--- config.mk ---
export PLATFORM = sky130hd
export DESIGN_NAME = fb_port_arbiter
export DESIGN_NICKNAME = d
export VERILOG_FILES = /design/src/rtl/fb_port_arbiter.sv
export SDC_FILE = /design/constraint.sdc
export NUM_CORES = 1
export LEC_CHECK = 0
export CAP_MARGIN = 20
export CORE_MARGIN = 1
export CORE_UTILIZATION = 35
export CTS_BUF_LIST = sky130_fd_sc_hd__clkbuf_8
export DETAILED_ROUTE_END_ITERATION = 16
export HOLD_SLACK_MARGIN = 0.02
export PLACE_DENSITY = 0.72
export SETUP_SLACK_MARGIN = 0.5
export SKIP_LAST_GASP = 1
export SYNTH_ARGS = -nofsm -noshare
export SYNTH_HDL_FRONTEND = slang
export SYNTH_SLANG_ARGS = --single-unit
--- constraint.sdc ---
create_clock -name clk -period 3.15 [get_ports clk]
set_input_delay 0.315 -clock clk [delete_from_list [all_inputs] [get_ports clk]]
set_output_delay 0.315 -clock clk [all_outputs]
set_load 0.05 [all_outputs]
--- src/rtl/fb_port_arbiter.sv ---
// Frame-memory port arbiter: display reads have priority, writers share leftover slots round-robin, starved writers preempt the display.
// Latency: requests sampled in cycle t drive mem_*/gnt/drop/addr_err in t+1; display read data returns in t+2.
// Backpressure: writers hold req until a one-cycle gnt pulse; the display is never stalled, only dropped (disp_drop) when a starved writer takes its slot.
// Ports: clk/RST; disp_req/disp_addr -> disp_rdata/disp_rvalid/disp_drop; wrN_req/addr/data -> wrN_gnt;
//        addr_err/drop_cnt status; mem_addr/mem_we/mem_wdata drive the RAM, mem_rdata returns from it.
module fb_port_arbiter #(
    parameter int AW       = 19,
    parameter int DW       = 24,
    parameter int FRAME    = 307200,
    parameter int MAX_WAIT = 16
) (
    input  logic          clk,
    input  logic          RST,
    input  logic          disp_req,
    input  logic [AW-1:0] disp_addr,
    output logic [DW-1:0] disp_rdata,
    output logic          disp_rvalid,
    output logic          disp_drop,
    input  logic          wr0_req,
    input  logic [AW-1:0] wr0_addr,
    input  logic [DW-1:0] wr0_data,
    input  logic          wr1_req,
    input  logic [AW-1:0] wr1_addr,
    input  logic [DW-1:0] wr1_data,
    output logic          wr0_gnt,
    output logic          wr1_gnt,
    output logic          addr_err,
    output logic [15:0]   drop_cnt,
    output logic [AW-1:0] mem_addr,
    output logic          mem_we,
    output logic [DW-1:0] mem_wdata,
    input  logic [DW-1:0] mem_rdata
);

    localparam int            AW1     = AW + 1;
    localparam logic [AW:0]   FRAME_L = AW1'(FRAME);
    localparam logic [7:0]    MAX_W   = 8'(MAX_WAIT);

    logic [AW-1:0] mem_addr_q,  mem_addr_d;
    logic          mem_we_q,    mem_we_d;
    logic [DW-1:0] mem_wdata_q, mem_wdata_d;
    logic          wr0_gnt_q,   wr0_gnt_d;
    logic          wr1_gnt_q,   wr1_gnt_d;
    logic          drop_q,      drop_d;
    logic          addr_err_q,  addr_err_d;
    logic [15:0]   drop_cnt_q,  drop_cnt_d;
    logic [7:0]    wait0_q,     wait0_d;
    logic [7:0]    wait1_q,     wait1_d;
    logic          last_wr1_q,  last_wr1_d;
    logic          rd1_q,       rd1_d;       // read address on the RAM pins
    logic          rd2_q,       rd2_d;       // RAM data for that read is on mem_rdata
    logic [DW-1:0] rdata_hold_q, rdata_hold_d;

    logic          elig0, elig1, starve0, starve1;
    logic          pick0, pick1, pick_rd, preempt;
    logic [AW-1:0] sel_addr;
    logic          sel_err;

    always_comb begin
        // A writer's req is stale during its own grant cycle, so mask it there.
        elig0   = wr0_req & ~wr0_gnt_q;
        elig1   = wr1_req & ~wr1_gnt_q;
        starve0 = elig0 && (wait0_q == MAX_W);
        starve1 = elig1 && (wait1_q == MAX_W);

        pick0   = 1'b0;
        pick1   = 1'b0;
        pick_rd = 1'b0;
        preempt = 1'b0;
        if (starve0 || starve1) begin
            preempt = disp_req;
            if (starve0 && starve1) begin
                pick0 = last_wr1_q;
                pick1 = ~last_wr1_q;
            end else begin
                pick0 = starve0;
                pick1 = starve1;
            end
        end else if (disp_req) begin
            pick_rd = 1'b1;
        end else if (elig0 && elig1) begin
            // The writer not granted last wins the tie.
            pick0 = last_wr1_q;
            pick1 = ~last_wr1_q;
        end else begin
            pick0 = elig0;
            pick1 = elig1;
        end

        sel_addr = disp_addr;
        if (pick0) sel_addr = wr0_addr;
        if (pick1) sel_addr = wr1_addr;
        sel_err = (pick0 || pick1 || pick_rd) && ({1'b0, sel_addr} >= FRAME_L);

        // Idle cycles leave the RAM address where it was.
        mem_addr_d  = (pick0 || pick1 || pick_rd) ? sel_addr : mem_addr_q;
        // Out-of-range writes still complete (gnt) but never touch the RAM.
        mem_we_d    = (pick0 || pick1) && !sel_err;
        mem_wdata_d = pick0 ? wr0_data : (pick1 ? wr1_data : mem_wdata_q);
        wr0_gnt_d   = pick0;
        wr1_gnt_d   = pick1;
        drop_d      = preempt;
        addr_err_d  = sel_err;
        last_wr1_d  = pick1 ? 1'b1 : (pick0 ? 1'b0 : last_wr1_q);
        rd1_d       = pick_rd;
        rd2_d       = rd1_q;
        rdata_hold_d = rd2_q ? mem_rdata : rdata_hold_q;

        drop_cnt_d = drop_cnt_q;
        if (preempt && (drop_cnt_q != 16'hFFFF)) drop_cnt_d = drop_cnt_q + 16'd1;

        if (!wr0_req || pick0 || wr0_gnt_q) wait0_d = 8'd0;
        else if (wait0_q != MAX_W)          wait0_d = wait0_q + 8'd1;
        else                                wait0_d = wait0_q;

        if (!wr1_req || pick1 || wr1_gnt_q) wait1_d = 8'd0;
        else if (wait1_q != MAX_W)          wait1_d = wait1_q + 8'd1;
        else                                wait1_d = wait1_q;
    end

    always_ff @(posedge clk or posedge RST) begin
        if (RST) begin
            mem_addr_q   <= '0;
            mem_we_q     <= 1'b0;
            mem_wdata_q  <= '0;
            wr0_gnt_q    <= 1'b0;
            wr1_gnt_q    <= 1'b0;
            drop_q       <= 1'b0;
            addr_err_q   <= 1'b0;
            drop_cnt_q   <= 16'd0;
            wait0_q      <= 8'd0;
            wait1_q      <= 8'd0;
            last_wr1_q   <= 1'b1;
            rd1_q        <= 1'b0;
            rd2_q        <= 1'b0;
            rdata_hold_q <= '0;
        end else begin
            mem_addr_q   <= mem_addr_d;
            mem_we_q     <= mem_we_d;
            mem_wdata_q  <= mem_wdata_d;
            wr0_gnt_q    <= wr0_gnt_d;
            wr1_gnt_q    <= wr1_gnt_d;
            drop_q       <= drop_d;
            addr_err_q   <= addr_err_d;
            drop_cnt_q   <= drop_cnt_d;
            wait0_q      <= wait0_d;
            wait1_q      <= wait1_d;
            last_wr1_q   <= last_wr1_d;
            rd1_q        <= rd1_d;
            rd2_q        <= rd2_d;
            rdata_hold_q <= rdata_hold_d;
        end
    end

    assign mem_addr    = mem_addr_q;
    assign mem_we      = mem_we_q;
    assign mem_wdata   = mem_wdata_q;
    assign wr0_gnt     = wr0_gnt_q;
    assign wr1_gnt     = wr1_gnt_q;
    assign disp_drop   = drop_q;
    assign addr_err    = addr_err_q;
    assign drop_cnt    = drop_cnt_q;
    assign disp_rvalid = rd2_q;
    // Synchronous RAM data is passed straight through in its valid cycle, held afterwards.
    assign disp_rdata  = rd2_q ? mem_rdata : rdata_hold_q;

endmodule

Word-level counts from Yosys, hierarchy flattened
Index checks and enable logic that the tools add are counted.
{ "word_totals": {"input_bits": 134, "reg_bits": 107, "wordCells": 70} }
{ "op_classes": {"reduce_logical": 20, "n_mux": 22, "n_addsub": 3, "n_bitwise": 5, "order_cmp": 1, "eq_ne": 5} }
{ "ops": {"columns": ["cell", "count"], "rows": [
  ["24-bit 2-to-1 mux", 3],
  ["19-bit 2-to-1 mux", 2],
  ["8-bit 2-to-1 mux", 4],
  ["19-bit greater-or-equal comparator (second input constant)", 1],
  ["16-bit by 1-bit adder with 16-bit output (second input constant)", 1],
  ["8-bit by 1-bit adder with 8-bit output (second input constant)", 2],
  ["8-bit by 5-bit == test with 1-bit output (second input constant)", 2],
  ["16-bit != test (second input constant)", 1],
  ["8-bit by 5-bit != test with 1-bit output (second input constant)", 2],
  ["1-bit 2-to-1 mux", 13],
  ["1-bit logical AND", 7],
  ["1-bit logical OR", 7],
  ["2-bit nonzero test", 3],
  ["1-bit logical NOT", 3],
  ["1-bit NOT", 3],
  ["1-bit bitwise AND", 2]
]} }

Longest topological paths before layout
Gate-level depths: netlist (run 1).
{ "logic_depth": {"word_depth": 12, "ltp_mapped": 12} }

Worst setup path before layout (run 1)
Ideal clock, no wire load.
{ "synth_path": {"path_type": "flip-flop to flip-flop", "from": "register wait0_q[0]", "to": "register mem_we_q (netlist: mem_we)", "t_required_ps": 3030, "t_arrival_ps": 2363, "setup_slack_ps": 666, "setup_ps": 120, "path_stages_with_launch": 12, "cell_sequence": "dfrtp_1 -> inv_1 -> ha_1 -> nor4bb_2 -> and2_1 -> buf_2 -> maj3_2 -> a221o_1 -> buf_6 -> mux2i_2 -> a21boi_2 -> o211a_1"} }
{ "synth_between": {"elab_chain_cells": 11} }
{ "synth_lines": {"columns": ["element", "line_no", "text"], "rows": [
  ["from (decl)", "47", "logic [7:0] wait0_q, wait0_d;"],
  ["from (signal assigned)", "146", "wait0_q <= wait0_d;"],
  ["8-bit by 5-bit == test with 1-bit output *", "63", "starve0 = elig0 && (wait0_q == MAX_W);"],
  ["1-bit logical AND *", "63", null],
  ["1-bit logical AND", "72", "if (starve0 && starve1) begin"],
  ["1-bit 2-to-1 mux", "72", null],
  ["1-bit 2-to-1 mux", "70", "if (starve0 || starve1) begin"],
  ["19-bit 2-to-1 mux", "91", "if (pick0) sel_addr = wr0_addr;"],
  ["19-bit 2-to-1 mux", "92", "if (pick1) sel_addr = wr1_addr;"],
  ["19-bit greater-or-equal comparator", "93", "sel_err = (pick0 || pick1 || pick_rd) && ({1'b0, sel_addr} >= FRAME_L);"],
  ["1-bit logical AND", "93", null],
  ["1-bit logical NOT", "98", "mem_we_d = (pick0 || pick1) && !sel_err;"],
  ["1-bit logical AND *", "98", null],
  ["net mem_we_d", "40", "logic mem_we_q, mem_we_d;"],
  ["to (signal assigned)", "139", "mem_we_q <= mem_we_d;"],
  ["to (decl)", "40", null]
]} }
Mark *: on every way through the listed nets, which the timed path passes. The rest lies on a longest branch.
A chain may end at the register's enable or synchronous reset.

Worst setup path in the final report (run 1)
{ "layout_path": {"from": "register wait1_q[0]", "to": "register mem_we_q (netlist: mem_we)"} }
{ "layout_between": {"elab_chain_cells": 11} }
{ "layout_lines": {"columns": ["element", "line_no", "text"], "rows": [
  ["from (decl)", "48", "logic [7:0] wait1_q, wait1_d;"],
  ["from (signal assigned)", "147", "wait1_q <= wait1_d;"],
  ["8-bit by 5-bit == test with 1-bit output *", "64", "starve1 = elig1 && (wait1_q == MAX_W);"],
  ["1-bit logical AND *", "64", null],
  ["1-bit logical AND", "72", null],
  ["1-bit 2-to-1 mux", "72", null],
  ["1-bit 2-to-1 mux", "70", null],
  ["19-bit 2-to-1 mux", "91", null],
  ["19-bit 2-to-1 mux", "92", null],
  ["19-bit greater-or-equal comparator", "93", null],
  ["1-bit logical AND", "93", null],
  ["1-bit logical NOT", "98", null],
  ["1-bit logical AND *", "98", null],
  ["net mem_we_d", "40", null]
]} }
Marks and branches as above.

==> results of run 1 <==
-- synth_stat cells (all sizes together) (3+ instances only) --
| cell type | n | share of area |
|---|---|---|
| a21oi | 6 | 0.0062 |
| a31oi | 13 | 0.017 |
| and2 | 3 | 0.0039 |
| and3 | 10 | 0.013 |
| buf | 8 | 0.0098 |
| clkbuf | 15 | 0.012 |
| dfrtp | 106 | 0.55 |
| ha | 5 | 0.013 |
| inv | 9 | 0.0070 |
| mux2 | 28 | 0.065 |
| nand2 | 34 | 0.027 |
| nand2b | 3 | 0.0039 |
| nand3 | 18 | 0.019 |
| nand4 | 11 | 0.014 |
| nor2 | 80 | 0.062 |
| nor2b | 3 | 0.0039 |
| nor3 | 4 | 0.0041 |
| o21ai | 3 | 0.0031 |
| o221ai | 12 | 0.022 |
| o22ai | 27 | 0.035 |
| o2bb2ai | 3 | 0.0054 |
| xnor2 | 18 | 0.033 |
| xor2 | 10 | 0.018 |
-- kinds of logic (layout without fill, tap and decap cells) --
logic type / count (synthesis) / after routing
buffers and inverters: 32 / 261
AND/OR/NAND/NOR: 175 / 175
adder cells (fa/ha/maj): 6 / 6
multiplexers: 30 / 30
AO/OA/AOI/OAI: 74 / 75
XOR/XNOR: 28 / 28
flip-flops: 107 / 107
-- worst register-to-register path: cells and delay by family (launching register included) --
family                     cells  cell delay (ns)
AOI/OAI and AO/OA              3             0.75
adders and majority gates      2             0.50
muxes                          1             0.33
DFF                            1             0.44
and+or+nand+nor                2             0.36
buffers and inverters          1             0.08
-- flip-flops by register name, indices dropped and copies added, names as in the netlist --
name and count:
disp_rvalid 1, mem_wdata 24, mem_we 1, wr0_gnt 1, addr_err 1, disp_drop 1
last_wr1_q 1, rdata_hold_q 24, wr1_gnt 1, mem_addr 19, wait0_q 8, drop_cnt 16
wait1_q 8, rd1_q 1
-- where the power goes --
group,switching (µW),internal [µW]
clock network,456,487
registers,90.0,1540
logic,895,567
-- timing repair --
item	in CTS	in global routing
buffers inserted	0	3
gates cloned	1	0
pin swaps	1	3
gates resized for setup	3	16
setup endpoints to repair	13	66
-- worst min-delay path by stage --
stage | to | slack, ns
6_report | disp_rvalid | 0.38
5_1_grt | disp_rvalid | 0.39
4_1_cts | disp_rvalid | 0.37
3_5_place_dp | disp_rvalid | 0.34
3_3_place_gp | disp_rvalid | 0.34
2_1_floorplan | disp_rvalid | 0.33
-- area by class of cell --
class,count,share of cell area
sequential,107,0.3528
multi-input combinational,314,0.2752
clock inverter,5,0.01005
tap,176,0.02900
inverter,9,0.005602
clock buffer,11,0.01994
timing repair buffer,236,0.3075
-- stage by stage --
stage          hold slack (ns)  instances  cell area, µm²  total power (µW)  setup slack (ns)
6_report                0.3768        858            7594              4033            0.6246
5_1_grt                 0.3913        858            7594              4234            0.4961
4_1_cts                 0.3741        855            7510              4075            0.5026
3_5_place_dp            0.3426        838            7264              3108            0.3362
3_3_place_gp            0.3370        838            7264              3084            0.5154
2_1_floorplan           0.3312        452            4842              2519            0.6664
-- layer usage --
metal	vias to the layer above	wire length, µm
met5	-	0
met4	0	267
met3	18	978
met2	166	6445
met1	2038	5504
li1	2052	-
==> impl_metrics.tcl, run 1 <==
set metrics [dict create \
    use_met3 0.04705 \
    cp_cell_sequence "inv_1 > ha_1 > nor3b_4 > nand2_2 > maj3_2 > a221o_2 > mux2_2 > a21boi_2 > o211a_1" \
    insertedDiodeCount 0 \
    vias 4274 \
    path_delay_family "compound AO/OA/AOI/OAI gates" \
    yosysSeqAreaShare 0.5537 \
    layout_common_cells "222 x clkdlybuf4s50_1, 106 x dfrtp_1, 80 x nor2_1" \
    drtIter0Drc 246 \
    synth.net_count 591 \
    rr_worst_depth 9 \
    met2_usage 0.3158 \
    antenna_left 0 \
    hold_path.class "flop to flop" \
    ys_seq_elements 107 \
    tns_ns 0 \
    cp.depth 9 \
    max_freq_mhz 396.0 \
    period_needed_ns 2.525 \
    num_rows 42 \
    hold_viol_final 0 \
    crit_path_end "mem_we" \
    power.density_nw_per_um2 531.1 \
    met1_usage 0.2329 \
    track_usage 0.1895 \
    post_drt_via_cell_ratio 4.981 \
    ir_drop_mv 0.3810 \
    die_width_um 119.6 \
    status "finished clean" \
    cts_buffer_depth 2 \
    synth_compound_area_frac 0.1078 \
    cts.sinks 107 \
    leakagePower_uw 0.003109 \
    avgSynthCellArea_um2 10.70 \
    grt_max_degree 64 \
    slew_headroom 0.4737 \
    worstSetupEndpointType "flop" \
    first_pass_iters 4 \
    synthXorXnorAreaFrac 0.05069 \
    hold_path_depth 0 \
    slowest_delay_ns 0.44 \
    syn2layout_area_growth_pct 56.94 \
    clock_latency_ns 0.37 \
    cp.required_ns 3.46 \
    finalClockSkew_ns 0.01632 \
    fp.dieH_um 119.6 \
    ys_async_sr_fraction 1.000 \
    cp_slowest_cell "dfrtp_1" \
    cts_buffers 9 \
    synth_edf_count 0 \
    drive_gt1_frac 0.1173 \
    antenna_found_initial 0 \
    grt.busiest_layer "met2" \
    start_util 0.3625 \
    synth-simple-area-share 0.1715 \
    register_area_um2 2679 \
    port_buffers 222 \
    finalWeightedCongestion 0.8684 \
    ys_warn_count 0 \
    grt_pass1_vias 4469 \
    synth.mux.area_fraction 0.07267 \
    cts_tree "built" \
    setup.worst_path.class "flop to flop" \
    cp_num_buf_inv 1 \
    root_buffer "clkbuf_8" \
    fill_cells 1158 \
    htree_num_levels 3 \
    clk_pin_slew_ns 0.11 \
    dp_hpwl_mm 9.765 \
    die-area_um2 14300 \
    grt-ovfl-total 0 \
    timing.rr.end "mem_we" \
    min_period_over_period 0.8017 \
    worstMarginPinSlew_ns 0.7894 \
    r2r_slack_ns 0.62 \
    boundaryPins 223 \
    cts_hold_buf 0 \
    core_area_um2 13350 \
    layout_commonest_cell "clkdlybuf4s50_1" \
    ys_types 49 \
    multi_input_area_um2 2090 \
    rsz0062_at_grt "true" \
    synth_fa_ha_area_frac 0.01526 \
    grt_first_pass_wirelength_mm 21.30 \
    synth_area_um2 4838 \
    drv_slew 0 \
    wl_per_cell_um 15.38 \
    cp.arrival_ns 2.83 \
    setup_violations 0 \
    routed_wl_mm 13.20 \
    cp_max_fo 5 \
    maxCapViolCount 0 \
    synthFlopType "dfrtp_1" \
    r2r_start "wait1_q[0]" \
    utilization 0.5689 \
    synthCells 452 \
    startpoint "wait1_q[0]" \
    synth_top_family_by_area "simple AND/OR/NAND/NOR gates" \
    drcViolationCount 0 \
    hp-start "rd1_q" \
    layout.nets 816 \
    critPathLaunchType "flop" \
]
Note: power is estimated with default switching activity, not from simulation.
==> run 2, diff against run 1 <==
==> constraint.sdc (replaced) <==
create_clock -name clk -period 2 [get_ports clk]
set_input_delay 0.2 -clock clk [delete_from_list [all_inputs] [get_ports clk]]
set_output_delay 0.2 -clock clk [all_outputs]
set_load 0.05 [all_outputs]
==> run 2 against run 1 <==
  * Clock skew hardly changed
  * Register-to-register slack worse by 1.1 ns
  * Hold slack worse by 0.13 ns
  * Sequential share of layout area is 5.4 points lower
  * Clock power is 57% higher
  * Critical path type unchanged
  * Global-route usage is 3.8 points higher
  * Fmax is 2.7% higher
  * The flow now finishes with violations (negative setup slack)
  * Via count is 13% higher
  * Critical path depth is 1 higher
==> impl_metrics.tcl, run 2 (synthesized netlist as in run 1, its figures left out) <==
set metrics [dict create \
    status "finished with violations" \
    violations "negative setup slack" \
    cp_slowest_cell "dfrtp_1" \
    layout_setup_ws_ns -0.4590 \
    cts_buffers 9 \
    clock_latency_ns 0.39 \
    num_rows 42 \
    maxCapViolCount 0 \
    first_pass_iters 4 \
    syn2layout_area_growth_pct 86.40 \
    cp.arrival_ns 2.72 \
    insertedDiodeCount 0 \
    routed_wl_mm 16.47 \
    cp_cell_sequence "inv_1 > ha_1 > nor3b_4 > nand2_2 > maj3_2 > a221o_4 > buf_12 > mux2_4 > nand2b_1 > a31oi_1" \
    drv_slew 0 \
    period_needed_ns 2.459 \
    htree_num_levels 3 \
    cts_hold_buf 0 \
    tns_ns -22.72 \
    grt_pass1_vias 5168 \
    cp_num_buf_inv 2 \
    setup.worst_path.class "flop to flop" \
    layout_commonest_cell "clkdlybuf4s50_1" \
    drcViolationCount 0 \
    start_util 0.3625 \
    layout.nets 905 \
    slew_headroom 0.6531 \
    path_delay_family "compound AO/OA/AOI/OAI gates" \
    wl_per_cell_um 17.39 \
    power.density_nw_per_um2 750.9 \
    vias 4839 \
    post_layout_nonfiller_instances 947 \
    port_buffers 222 \
    rsz0062_at_grt "true" \
    max_freq_mhz 406.7 \
    fill_cells 956 \
    fin_area_um2 9019 \
    root_buffer "clkbuf_8" \
    layout_common_cells "133 x clkdlybuf4s50_1, 96 x dfrtp_1, 78 x nor2_1" \
    boundaryPins 223 \
    die_width_um 119.6 \
    worstMarginPinSlew_ns 0.5224 \
    dp_cells 886 \
    track_usage 0.2272 \
    die-area_um2 14300 \
    fp.dieH_um 119.6 \
    slowest_delay_ns 0.40 \
    cp.required_ns 2.26 \
    ir_drop_mv 0.4919 \
    worstSetupEndpointType "flop" \
    core_area_um2 13350 \
    drtIter0Drc 241 \
    grt_max_degree 65 \
    grt_first_pass_wirelength_mm 25.43 \
    hold_path.class "input pin to async pin" \
    leakagePower_uw 0.003992 \
    cts.sinks 107 \
    critPathLaunchType "flop" \
    finalWeightedCongestion 0.9328 \
    grt-ovfl-total 0 \
    antenna_left 0 \
    min_period_over_period 1.229 \
    dp_hpwl_mm 10.94 \
    antenna_found_initial 0 \
    finalClockSkew_ns 0.01607 \
    hold_viol_final 0 \
    setup_violations 79 \
    dpl_cell_area_um2 8069 \
    cp_max_fo 4 \
    cts_tree "built" \
    post_drt_via_cell_ratio 5.110 \
    clk_pin_slew_ns 0.11 \
    drive_gt1_frac 0.3619 \
    cts_buffer_depth 2 \
]
-- run 2: path summary, 6_finish.rpt --
check                            from  depth (start not counted)          end  slack, ns
min in group clk                rd1_q                          0  disp_rvalid       0.36
max reg2reg                wait1_q[1]                         10     addr_err      -0.46
max                        wait1_q[1]                         10     addr_err      -0.46
min reg2reg                     rd1_q                          0  disp_rvalid       0.36
max in group asynchronous         RST                          3      wr0_gnt       1.39
min                               RST                          3  drop_cnt[8]       0.24
-- run 2: through the flow --
stage / power, µW / worst slack, ns / hold slack [ns] / util
2_1_floorplan: 4028 / -0.4586 / 0.3255 / -
3_3_place_gp: 5125 / -0.3822 / 0.3366 / 0.6045
3_5_place_dp: 5183 / -0.4430 / 0.3346 / 0.6045
4_1_cts: 6714 / -0.3562 / 0.2560 / 0.6641
5_1_grt: 7028 / -0.5097 / 0.2599 / 0.6757
6_report: 6773 / -0.4590 / 0.2418 / 0.6757
-- run 2: area by class of cell --
| type | instances | area [µm²] | area share |
|---|---|---|---|
| Clock buffer | 9 | 123.9 | 0.01373 |
| Clock inverter | 7 | 93.84 | 0.01041 |
| Inverter | 9 | 40.04 | 0.004440 |
| Multi-Input combinational cell | 313 | 2402 | 0.2664 |
| Sequential cell | 107 | 2691 | 0.2984 |
| Tap cell | 176 | 220.2 | 0.02442 |
| Timing Repair Buffer | 326 | 3447 | 0.3822 |
-- run 2: metal layers --
metal	vias up	wire length, µm	track usage
met2	191	8530	0.4173
met1	2379	6510	0.2531
li1	2232	-	-
met3	37	936	0.04278
met5	-	0	0
met4	0	489	0.1023
-- run 2: worst reg2reg max path, stage by stage (launching register included) --
cell      delay, ns
dfrtp_1        0.40
inv_1          0.07
ha_1           0.14
nor3b_4        0.20
nand2_2        0.11
maj3_2         0.33
a221o_4        0.40
buf_12         0.15
mux2_4         0.33
nand2b_1       0.10
a31oi_1        0.10
-- run 2: repair_timing --
action / 4_1_cts / 5_1_grt
setup endpoints to repair: 169 / 141
endpoints found under the hold margin: 0 / 0
buffers inserted: 26 / 12
gates cloned: 4 / 3
gates resized for setup: 191 / 65
pin swaps: 24 / 35
-- run 2: where the power goes --
group	switching, µW	internal, µW
Sequential	146	2420
Combinational	1580	1140
Clock	774	709
Total	2500	4270
==> run 3, diff against run 2 <==
--- a/config.mk
+++ b/config.mk
@@ -9,6 +9,7 @@
 export CORE_MARGIN = 1
 export CORE_UTILIZATION = 35
 export CTS_BUF_LIST = sky130_fd_sc_hd__clkbuf_8
+export CTS_CLUSTER_DIAMETER = 150
 export DETAILED_ROUTE_END_ITERATION = 16
 export HOLD_SLACK_MARGIN = 0.02
 export PLACE_DENSITY = 0.72
==> results of run 3 <==
Same layout as run 2: the final DEF is identical, and so are final timing and power.
